$ cat config.mk
export PLATFORM = sky130hd
export DESIGN_NAME = loc_stack
export DESIGN_NICKNAME = d
export VERILOG_FILES = /design/src/rtl/loc_stack.sv
export SDC_FILE = /design/constraint.sdc
export NUM_CORES = 2
export LEC_CHECK = 0
export ABC_CLOCK_PERIOD_IN_PS = 5390
export BUFFER_PORTS_ARGS = -buffer_cell sky130_fd_sc_hd__buf_2
export CORE_AREA = 2 2 327 652
export DETAILED_ROUTE_END_ITERATION = 10
export DIE_AREA = 0 0 329 654
export SLEW_MARGIN = 10
export SYNTH_ARGS = -nofsm -noshare
export SYNTH_HDL_FRONTEND = slang
export SYNTH_SLANG_ARGS = --single-unit
export TNS_END_PERCENT = 10
$ cat constraint.sdc
create_clock -name clk -period 5.39 [get_ports clk]
set_clock_uncertainty 0.1 [all_clocks]
set_input_delay 0.2695 -clock clk [delete_from_list [all_inputs] [get_ports clk]]
set_output_delay 0.2695 -clock clk [all_outputs]
set_load 0.01 [all_outputs]
$ cat src/rtl/loc_stack.sv
// LIFO of visited maze locations with an in-order path dump (bottom to top) over valid/ready.
// Optional sticky overflow/underflow flags are built when LOC_STACK_ERR_FLAGS_EN is defined.
module loc_stack #(
  parameter int unsigned WIDTH = 8,
  parameter int unsigned DEPTH = 256,
  parameter int unsigned AW    = 8
) (
  input  logic             clk,
  input  logic             rst,
  input  logic             push,
  input  logic             pop,
  input  logic             clr,
  input  logic [WIDTH-1:0] dataIn,
  output logic [WIDTH-1:0] top,
  output logic [AW:0]      count,
  output logic             empty,
  output logic             full,
  input  logic             dumpStart,
  input  logic             dumpRdy,
  output logic             dumpValid,
  output logic [WIDTH-1:0] dumpData,
  output logic             dumpDone,
  output logic             busy,
  output logic             ovf,
  output logic             unf
);

  typedef enum logic [1:0] {IDLE, DUMP, DONE} state_t;

  state_t            state_q, state_d;
  logic [AW:0]       sp_q, sp_d;
  logic [AW-1:0]     rd_ptr_q, rd_ptr_d;
  logic              we;
  logic [AW-1:0]     waddr;
  logic [AW-1:0]     top_idx;
  logic [WIDTH-1:0]  mem [DEPTH];

  assign empty   = (sp_q == '0);
  assign full    = (sp_q == (AW+1)'(DEPTH));
  assign count   = sp_q;
  assign top_idx = AW'(sp_q - (AW+1)'(1));
  assign top     = empty ? '0 : mem[top_idx];

  assign dumpValid = (state_q == DUMP);
  assign dumpData  = mem[rd_ptr_q];
  assign dumpDone  = (state_q == DONE);
  assign busy      = (state_q != IDLE);

  always_ff @(posedge clk) begin
    if (!rst) begin
      state_q  <= IDLE;
      sp_q     <= '0;
      rd_ptr_q <= '0;
    end else begin
      state_q  <= state_d;
      sp_q     <= sp_d;
      rd_ptr_q <= rd_ptr_d;
    end
  end

  // Storage array is deliberately left unreset.
  always_ff @(posedge clk) begin
    if (we) mem[waddr] <= dataIn;
  end

  always_comb begin
    state_d  = state_q;
    sp_d     = sp_q;
    rd_ptr_d = rd_ptr_q;
    we       = 1'b0;
    waddr    = AW'(sp_q);
    if (clr) begin
      state_d = IDLE;
      sp_d    = '0;
    end else begin
      case (state_q)
        IDLE: begin
          if (push && pop && !empty) begin
            we    = 1'b1;
            waddr = top_idx;
          end else if (push) begin
            if (!full) begin
              we   = 1'b1;
              sp_d = sp_q + (AW+1)'(1);
            end
          end else if (pop) begin
            if (!empty) sp_d = sp_q - (AW+1)'(1);
          end
          if (dumpStart) begin
            state_d  = empty ? DONE : DUMP;
            rd_ptr_d = '0;
          end
        end
        DUMP: begin
          if (dumpRdy) begin
            rd_ptr_d = rd_ptr_q + AW'(1);
            if ({1'b0, rd_ptr_q} == sp_q - (AW+1)'(1)) state_d = DONE;
          end
        end
        DONE:    state_d = IDLE;
        default: state_d = IDLE;
      endcase
    end
  end

`ifdef LOC_STACK_ERR_FLAGS_EN
  logic ovf_q, ovf_d, unf_q, unf_d;
  logic idle_op;

  // Push-only on full and pop-only on empty are the rejected operations.
  always_comb begin
    idle_op = (state_q == IDLE) && !clr;
    ovf_d   = clr ? 1'b0 : (ovf_q | (idle_op && push && !pop && full));
    unf_d   = clr ? 1'b0 : (unf_q | (idle_op && pop && !push && empty));
  end

  always_ff @(posedge clk) begin
    if (!rst) begin
      ovf_q <= 1'b0;
      unf_q <= 1'b0;
    end else begin
      ovf_q <= ovf_d;
      unf_q <= unf_d;
    end
  end

  assign ovf = ovf_q;
  assign unf = unf_q;
`else
  assign ovf = 1'b0;
  assign unf = 1'b0;
`endif

endmodule

==> results.cfg <==
[run_status]
status = complete, but fails checks
violations = negative setup slack

[pwr]
pwr-share-seq_pct = 48.5
combinationalPowerShare_pct = 15.2
p_sw_share_pct = 26.2
p_sw_w = 0.00959
ir_worst_vdd_uv = 219
powerDensity_nw_per_um2 = 334
cellLeakagePower_nw = 32.6
power.share.clock_pct = 36.3
p_int_w = 0.0270

[yosys]
syn_avg_cell_area_um2 = 19.4
seq_area_frac_synth_pct = 63.2
yosys.area.top_type_share_pct = 62.6
syn_inst = 5055
synth_edf_count = 2048
synthArstFlopShare_pct = 0
ys_seq_elements = 2075
yosys_warnings = 0
netlist_area_um2 = 98200
synth_area_leader_cell = edfxtp_1
ys.flop_type = edfxtp_1
synth_area_leaders = edfxtp_1 63%, mux4_2 26%, nand2_1 1.1%
ys_types = 87

[floorplan]
initial_core_util_pct = 46.8
core_region_area_um2 = 210000
die_x_um = 329
io-pin-count = 47
fp.dieArea_um2 = 215000
num_rows = 238
die_height_um = 654

[worst_setup_path]
r2r-start = count[0]
critPathMaxFanout = 20
start_kind = flip-flop
critPathCapture = top[3]
critPathKind = reg -> out
r2r_cells = 10
cp.arrival_ps = 5070
r2r-end = mem[113][4]
endpoint_kind = primary output
r2r_slack_ps = 380
worstPathRequired_ps = 5020
cp-startpoint = count[0]

[final_layout]
drive_gt1_share_pct = 35.6
fill_cells = 16607
final_cells = 8183
area_growth_pct = 11.7
nets = 5292

[global_routing]
grt_start_max_net_pins = 193
grt_pass1_vias = 57902
gr-total-overflow = 0
grt_usage_pct = 31.5
grt_pass1_wl_um = 467000
antenna_found_initial = 12

[detailed_routing]
num_vias = 56405
drt-total-wl_um = 336000
drtIter0Drc = 7387
drt_pre_antenna_iters = 7
wl_per_cell_um = 41.1
ant_nets = 0
vias_per_cell = 6.89
drc_errors = 0

[cts]
numCtsBuffers = 186
path_clk_slew_ps = 70
clk_latency_ps = 860
cts_num_sinks = 2075
cts_tree = yes
cts-root-buf = clkbuf_16
h-tree-depth = 4
cts_buffer_depth = 4

[sta]
rsz0062_at_grt = true
post-route-period-util_pct = 101
slew-limit-headroom_pct = 7.48
hold_viol_final = 0
fin_crit_ps = 5440
tightest_slew_ps = 1380
setup_slack_ps = -49.4
setup_viol = 2
report.final.slew_viol_count = 0
fmax_mhz = 184

[place]
placed_cells = 7825
numPortBuffers = 44
place_ws_ps = 60.1
hpwl_um = 230000
finalWeightedCongestion = 0.948

[min_path]
holdCritPathClass = in -> reg

[flow_run]
max_cap_viol_count = 0
[logic make-up (layout without fill, tap and decap cells)]
family,after synthesis,count (layout),synth area share (%)
flip-flops,2075,2075,63.2
adder cells (fa/ha/maj),3,3,0.0382
multiplexers,1255,1255,27.4
buffers and inverters,412,772,2.23
XOR/XNOR,28,28,0.299
AND/OR/NAND/NOR,918,918,4.30
AO/OA/AOI/OAI,363,363,2.53
other,1,9,0.00382
[state kept, by name (all words and copies together), names as in the netlist, named ones only]
name / count
mem: 2048
count: 9
rd_ptr_q: 8
state_q: 2
[metal layers]
metal  wire (um)  vias up  GRT usage, %
met3       24500      955          5.58
met4       32900        8          24.7
met5          57        -             0
li1            -    21966             -
met2      173000     3184          54.1
met1      106000    30292          34.3
[through the flow]
stage | hold slack (ps) | utilization (%) | setup TNS [ps] | power, W | instance area, um^2
5_1_grt | 64.8 | 52.2 | -53.4 | 0.0374 | 110000
2_1_floorplan | 268 | - | 0 | 0.0211 | 98200
4_1_cts | 36.7 | 52.2 | -8.62 | 0.0367 | 110000
3_5_place_dp | 448 | 49.3 | 0 | 0.0235 | 103000
6_report | 1.16 | 52.2 | -51.7 | 0.0366 | 110000
3_3_place_gp | 443 | 49.3 | -418 | 0.0235 | 103000
[synth_stat cells (7+ instances only)]
library cell,n
buf_2,139
nand2b_1,11
nand3_1,132
a211oi_1,73
mux2i_1,101
xor2_1,9
dfxtp_1,27
a32oi_1,7
or3_1,29
o41ai_1,7
and2_1,8
a221oi_1,12
o22ai_1,23
xnor2_1,14
clkbuf_1,124
nand2_1,299
a21oi_1,114
a22oi_1,20
nand4_1,8
buf_6,32
nor2b_1,63
and3_1,9
a31oi_1,14
nor3_1,11
nor4_1,14
o21ai_0,20
or2_2,20
buf_4,59
edfxtp_1,2048
o211ai_1,7
mux4_2,1145
buf_1,50
nor2_1,280
a41o_1,12
[cell usage in the layout (no fill, tap or decap), drive strengths merged, types with 27 or more instances in the layout]
master,netlist,final
edfxtp,2048,2048
mux4,1148,1148
buf,281,417
nand2,303,303
nor2,281,281
clkbuf,124,228
nand3,133,133
a21oi,118,118
mux2i,101,101
clkinv,1,86
a211oi,73,73
nor2b,63,63
or3,34,34
dfxtp,27,27
[worst max-delay path, cell delays in order (launching register included)]
cell,delay (ps)
dfxtp_4,600
inv_1,170
ha_4,260
o21ai_0,160
o22a_1,270
o22a_1,880
o22ai_1,260
or4_1,700
o311ai_1,190
buf_4,210
o211ai_1,240
buf_2,230
[area by class of cell]
| class | count | area (um^2) | share of cell area, % |
|---|---|---|---|
| clock inverters | 111 | 946 | 0.862 |
| multi-input cells | 2569 | 34300 | 31.2 |
| flip-flops and latches | 2075 | 62100 | 56.6 |
| repair buffers | 435 | 4020 | 3.66 |
| diodes | 7 | 17.5 | 0.0160 |
| well taps | 2760 | 3450 | 3.15 |
| clock buffers | 219 | 4880 | 4.45 |
| inverters | 7 | 27.5 | 0.0251 |
[repair_timing]
| item | in CTS | in global routing |
|---|---|---|
| endpoints found under the setup margin | 9 | 190 |
| pin swaps | 2 | 0 |
| resized for setup | 13 | 14 |
| endpoints found under the hold margin | 92 | 0 |
| buffers inserted | 12 | 0 |
| hold buffers | 9 | 0 |
[worst min path at each step]
| stage | startpoint | to | slack [ps] | depth (start not counted) |
|---|---|---|---|---|
| 2_1_floorplan | dataIn[0] | mem[0][0] | 270 | 0 |
| 3_3_place_gp | rd_ptr_q[5] | rd_ptr_q[5] | 440 | 2 |
| 3_5_place_dp | rd_ptr_q[5] | rd_ptr_q[5] | 450 | 2 |
| 4_1_cts | dataIn[7] | mem[96][7] | 40 | 1 |
| 5_1_grt | dataIn[6] | mem[152][6] | 60 | 1 |
| 6_report | dataIn[6] | mem[152][6] | 1 | 1 |
[power groups by stage]
stage          sequential, W  clock [W]  combinational [W]
2_1_floorplan         0.0181          0            0.00301
3_3_place_gp          0.0181          0            0.00539
3_5_place_dp          0.0181          0            0.00541
4_1_cts               0.0178     0.0134            0.00551
5_1_grt               0.0177     0.0139            0.00570
6_report              0.0178     0.0133            0.00558
(Power assumes the default switching activity.)
